--- src/rtl/mcu_pkg.sv ---
// Shared MCU definitions: datapath widths, ALU function codes
// and the arbiter state encoding used by controller and ALU.
package mcu_pkg;

  localparam int FSEL_W = 4;
  localparam int DATA_W = 16;
  localparam int ACC_W  = 32;
  localparam int CNT_W  = 4;

  localparam logic [FSEL_W-1:0] FN_ADD = 4'h0;
  localparam logic [FSEL_W-1:0] FN_SUB = 4'h1;
  localparam logic [FSEL_W-1:0] FN_MUL = 4'h2;

  typedef enum logic {
    ST_IDLE = 1'b0,
    ST_RUN  = 1'b1
  } state_t;

endpackage

--- src/rtl/alu_arbiter_rr_pick.sv ---
// Round-robin winner select: first request at or after the
// priority pointer, wrapping modulo NREQ.
module rr_pick #(
  parameter int NREQ  = 2,
  parameter int IDX_W = 1
) (
  input  logic [NREQ-1:0]  req,
  input  logic [IDX_W-1:0] ptr,
  output logic [NREQ-1:0]  win_oh,
  output logic [IDX_W-1:0] win_idx
);

  logic found;
  int   i;

  always_comb begin
    win_oh  = '0;
    win_idx = '0;
    found   = 1'b0;
    i       = 0;
    for (int off = 0; off < NREQ; off++) begin
      i = int'(ptr) + off;
      if (i >= NREQ) i = i - NREQ;
      if (!found && req[i]) begin
        found      = 1'b1;
        win_oh[i]  = 1'b1;
        win_idx    = IDX_W'(i);
      end
    end
  end

endmodule

--- src/rtl/alu_arbiter.sv ---
// Shares one combinational ALU between NREQ requesters with
// round-robin grant, registered operands and registered result.
module alu_arbiter
  import mcu_pkg::*;
#(
  parameter int NREQ    = 2,
  parameter int ALU_LAT = 1
) (
  input  logic                     clk,
  input  logic                     rst,
  input  logic [NREQ-1:0]          req,
  input  logic [FSEL_W*NREQ-1:0]   req_fsel,
  input  logic [DATA_W*NREQ-1:0]   req_a,
  input  logic [DATA_W*NREQ-1:0]   req_b,
  output logic [NREQ-1:0]          gnt,
  output logic [NREQ-1:0]          done,
  output logic [ACC_W-1:0]         result,
  output logic                     busy,
  output logic [FSEL_W-1:0]        alu_fsel,
  output logic [DATA_W-1:0]        alu_a,
  output logic [DATA_W-1:0]        alu_b,
  input  logic [ACC_W-1:0]         alu_acc
);

  localparam int IDX_W = $clog2(NREQ);

  state_t             state_q, state_d;
  logic [CNT_W-1:0]   cnt_q, cnt_d;
  logic [IDX_W-1:0]   ptr_q, ptr_d;
  logic [IDX_W-1:0]   widx_q, widx_d;
  logic [NREQ-1:0]    gnt_q, gnt_d;
  logic [NREQ-1:0]    done_q, done_d;
  logic               busy_q, busy_d;
  logic [ACC_W-1:0]   result_q, result_d;
  logic [FSEL_W-1:0]  fsel_q, fsel_d;
  logic [DATA_W-1:0]  a_q, a_d;
  logic [DATA_W-1:0]  b_q, b_d;

  logic [NREQ-1:0]    win_oh;
  logic [IDX_W-1:0]   win_idx;
  logic               any_req;
  logic               last_cycle;

  logic [FSEL_W-1:0]  fsel_arr [NREQ];
  logic [DATA_W-1:0]  a_arr    [NREQ];
  logic [DATA_W-1:0]  b_arr    [NREQ];

  for (genvar g = 0; g < NREQ; g++) begin : g_unpack
    assign fsel_arr[g] = req_fsel[g*FSEL_W +: FSEL_W];
    assign a_arr[g]    = req_a[g*DATA_W +: DATA_W];
    assign b_arr[g]    = req_b[g*DATA_W +: DATA_W];
  end

  rr_pick #(
    .NREQ  (NREQ),
    .IDX_W (IDX_W)
  ) u_pick (
    .req     (req),
    .ptr     (ptr_q),
    .win_oh  (win_oh),
    .win_idx (win_idx)
  );

  assign any_req    = |req;
  assign last_cycle = (cnt_q == '0);

  always_ff @(posedge clk) begin
    if (rst) begin
      state_q  <= ST_IDLE;
      cnt_q    <= '0;
      ptr_q    <= '0;
      widx_q   <= '0;
      gnt_q    <= '0;
      done_q   <= '0;
      busy_q   <= 1'b0;
      result_q <= '0;
      fsel_q   <= '0;
      a_q      <= '0;
      b_q      <= '0;
    end else begin
      state_q  <= state_d;
      cnt_q    <= cnt_d;
      ptr_q    <= ptr_d;
      widx_q   <= widx_d;
      gnt_q    <= gnt_d;
      done_q   <= done_d;
      busy_q   <= busy_d;
      result_q <= result_d;
      fsel_q   <= fsel_d;
      a_q      <= a_d;
      b_q      <= b_d;
    end
  end

  always_comb begin
    state_d = state_q;
    unique case (state_q)
      ST_IDLE: if (any_req)    state_d = ST_RUN;
      ST_RUN:  if (last_cycle) state_d = ST_IDLE;
      default:                 state_d = ST_IDLE;
    endcase
  end

  always_comb begin
    cnt_d    = cnt_q;
    ptr_d    = ptr_q;
    widx_d   = widx_q;
    gnt_d    = gnt_q;
    done_d   = '0;
    busy_d   = busy_q;
    result_d = result_q;
    fsel_d   = fsel_q;
    a_d      = a_q;
    b_d      = b_q;
    unique case (state_q)
      ST_IDLE: begin
        if (any_req) begin
          gnt_d  = win_oh;
          busy_d = 1'b1;
          widx_d = win_idx;
          fsel_d = fsel_arr[win_idx];
          a_d    = a_arr[win_idx];
          b_d    = b_arr[win_idx];
          cnt_d  = CNT_W'(ALU_LAT - 1);
        end
      end
      ST_RUN: begin
        if (!last_cycle) begin
          cnt_d = cnt_q - 1'b1;
        end else begin
          result_d = alu_acc;
          done_d   = gnt_q;
          gnt_d    = '0;
          busy_d   = 1'b0;
          // pointer moves past the winner just served
          ptr_d    = (widx_q == IDX_W'(NREQ - 1))
                   ? '0 : widx_q + 1'b1;
        end
      end
      default: ;
    endcase
  end

  assign gnt      = gnt_q;
  assign done     = done_q;
  assign busy     = busy_q;
  assign result   = result_q;
  assign alu_fsel = fsel_q;
  assign alu_a    = a_q;
  assign alu_b    = b_q;

endmodule

--- config.mk ---
export PLATFORM = sky130hd
export DESIGN_NAME = alu_arbiter
export DESIGN_NICKNAME = d
export VERILOG_FILES = /design/src/rtl/mcu_pkg.sv /design/src/rtl/alu_arbiter_rr_pick.sv /design/src/rtl/alu_arbiter.sv
export SDC_FILE = /design/constraint.sdc
export NUM_CORES = 1
export LEC_CHECK = 0
export BUFFER_PORTS_ARGS = -buffer_cell sky130_fd_sc_hd__clkbuf_2
export CAP_MARGIN = 10
export CORE_AREA = 2 2 65 128
export CTS_CLUSTER_DIAMETER = 40
export DETAILED_ROUTE_END_ITERATION = 8
export DIE_AREA = 0 0 67 130
export PLACE_DENSITY = 0.77
export REMOVE_ABC_BUFFERS = 1
export SYNTH_ARGS = -nofsm -noshare
export SYNTH_HDL_FRONTEND = slang
export SYNTH_SLANG_ARGS = --single-unit
--- constraint.sdc ---
create_clock -name clk -period 1.74 [get_ports clk]
set_input_delay 0.348 -clock clk [delete_from_list [all_inputs] [get_ports clk]]
set_output_delay 0.348 -clock clk [all_outputs]
set_load 0.02 [all_outputs]
==> flow_summary.yaml <==
place:
  place_area_um2: 4327
  port_buffers: 180
  dp.cells: 653
  dp_hpwl_um: 6789
  gp_congestion: 0.8500
worst_setup_path:
  reg2reg_slack_ps: 200
  critPathMaxFanout: 4
  cp_slowest_cell: "mux2_2"
  crit_required_ps: 1960
  startpoint_type: "flop"
  path_cells: "inv_1, ha_1, nand2b_1, o21ai_0, mux2_2"
  timing.rr.end: "cnt_q[0]"
  worstPathArrival_ps: 1760
  r2r-start: "cnt_q[0]"
  worst-path-buf-inv: 1
  cp_top_family: "multiplexers"
  r2r_cells: 5
  crit_type: "reg -> reg"
  slowest_delay_ps: 380
  end_kind: "flop"
timing:
  relSlewSlack_pct: 71.40
  min_period_ps: 1544
  whs_ps: 240.1
  worstMarginPinSlew_ps: 428.2
  finalMaxSlewViolations: 0
  clock_skew_ps: 8.183
  finalHoldViolCount: 0
  tns_ps: 0
  fin_crit_sh_pct: 88.71
  fmax_mhz: 647.9
  rsz0062_at_grt: "no"
  setup-violations-final: 0
global_route:
  grt_max_degree: 48
  grt_pass1_vias: 3131
  grt_overflow: 0
  grt_pass1_wl_um: 14460
  grt_antenna_before_repair: 0
  track_usage_pct: 21.64
logic_synthesis:
  syn_area_um2: 3308
  ys_seq_area_share_pct: 48.41
  synth.ff_latch_count: 80
  synthDistinctLibCells: 30
  yosysWarnings: 0
  avgSynthCellArea_um2: 8.128
  synth_cells: 407
final_layout:
  mostFrequentLayoutCells: "clkbuf_2 (180), dfxtp_1 (80), nand2_1 (67)"
  area_delta_synth_final_pct: 39.86
  antennaDiodeCount: 0
  fillCellCount: 728
  fin_nets: 678
  drive_gt1_share_pct: 36.82
  final_common_cell: "clkbuf_2"
  layoutNonFillerInstCount: 669
  final_cell_area_um2: 4627
power_and_ir_drop:
  intPower_mw: 3.532
  power_frac_seq_pct: 42.4
  ir_drop_mv: 0.9390
  clock_power_share_pct: 38.5
  power.leakage_nw: 2.087
  p_switching_mw: 1.326
  total_power_mw: 4.858
  combPwrFrac_pct: 19.1
  power_per_cell_area_nw_per_um2: 1050
  p_sw_share_pct: 27.30
drt:
  first_iter_violations: 186
  routed_wl_um: 9304
  drt_first_pass_iters: 4
  drtAntennaViolNets: 0
  wl_per_cell_um: 13.91
  dr_total_vias: 3522
  vias_per_cell: 5.265
  drc: 0
clocking:
  cts-resized-gates: 0
  clockBufferDepth: 2
  numCtsBuffers: 9
  clk_pin_slew_ps: 50
  htree_levels: 3
  hold_buffers: 0
  tritoncts: "yes"
  clkSinkCount: 80
  cts_setup_buffers: 0
  cts-root-buf: "clkbuf_16"
  clk-insertion-delay-late_ps: 330
status:
  outcome: "complete, no violations"
floorplan:
  io_pins: 181
  rows: 46
  die_y_um: 130
  die_width_um: 67
  initial_utilization_pct: 42.26
  core_um2: 7828
  dieArea_um2: 8710
hold_path:
  min_path_type: "in -> reg"
  hold_path_depth: 3
  worstHoldEndpoint: "result[24]"
  min_from: "alu_acc[24]"
run:
  max_cap_viol_count: 0
-- synth_stat cells, drive strengths merged --
library cell	count	share of area, %
o21bai	1	0.23
a311oi	36	9.5
nand3b	1	0.23
o21ai	38	5.7
a211o	1	0.26
nand3	39	5.9
nor2	39	4.4
nor3b	2	0.45
or4b	1	0.30
o21ba	1	0.30
nor2b	2	0.38
nand4	1	0.19
inv	4	0.45
nand4bb	1	0.34
ha	2	0.76
nand2b	3	0.57
or3	1	0.19
buf	26	4.4
mux2	2	0.68
nor4bb	1	0.30
a21oi	40	6.2
nand2	67	7.6
nor3	3	0.45
clkbuf	15	1.7
dfxtp	80	48
-- worst max-delay path by stage --
stage	start	endpoint	slack, ps	cells past startpoint
floorplan	cnt_q[0]	result[0]	-1530	5
global placement	cnt_q[0]	cnt_q[1]	230	5
detailed placement	cnt_q[0]	cnt_q[1]	190	5
CTS	cnt_q[0]	cnt_q[1]	180	5
global route	cnt_q[1]	cnt_q[1]	70	5
finish	cnt_q[0]	cnt_q[0]	200	5
-- metal layers --
layer | vias up | global-route usage, % | part of all wire (%)
li1 | 1755 | - | -
met1 | 1568 | 25.48 | 40
met2 | 190 | 35.35 | 47
met3 | 9 | 8.621 | 12
met4 | 0 | 7.203 | 1.2
met5 | - | 0 | 0
-- logic make-up after synthesis --
family,count (synthesis),synth area share [%]
buffers and inverters,45,6.580
multiplexers,2,0.6807
flip-flops,80,48.41
adder cells (fa/ha/maj),2,0.7563
AND/OR/NAND/NOR,161,21.33
AO/OA/AOI/OAI,117,22.24
-- sequential cells by signal, summed over array words and instances, names as in the netlist --
register  cells
alu_a        16
alu_b        16
widx_q        1
alu_fsel      4
ptr_q         1
gnt           2
done          2
busy          1
result       32
cnt_q         4
state_q       1
-- power by group through the flow --
stage | clock (mW) | combinational [mW] | sequential, mW
global route | 1.98 | 1.02 | 2.08
global placement | 0 | 0.927 | 2.10
finish | 1.87 | 0.927 | 2.06
floorplan | 0 | 0.307 | 2.26
CTS | 1.92 | 0.940 | 2.06
detailed placement | 0 | 0.940 | 2.10
-- worst min-delay path: cells and delay by family --
family          cells  cell delay (ps)
buf+inv             1               80
compound gates      1               50
simple gates        1               40
-- area by class of cell --
| cell class | count | area (µm²) | share of cell area [%] |
|---|---|---|---|
| Sequential cell | 80 | 1602 | 34.61 |
| Multi-Input combinational cell | 282 | 1506 | 32.56 |
| Timing Repair Buffer | 191 | 1084 | 23.42 |
| Clock buffer | 13 | 260.3 | 5.625 |
| Tap cell | 96 | 120.1 | 2.596 |
| Clock inverter | 3 | 40.04 | 0.8653 |
| Inverter | 4 | 15.01 | 0.3245 |
-- per-stage QoR --
stage | setup slack, ps | utilization [%]
floorplan | -1527 | -
global placement | 233.6 | 55.27
detailed placement | 186.9 | 55.27
CTS | 178.5 | 59.11
global route | 70.00 | 59.11
finish | 196.5 | 59.11
Note: power is estimated with default switching activity, not from simulation.
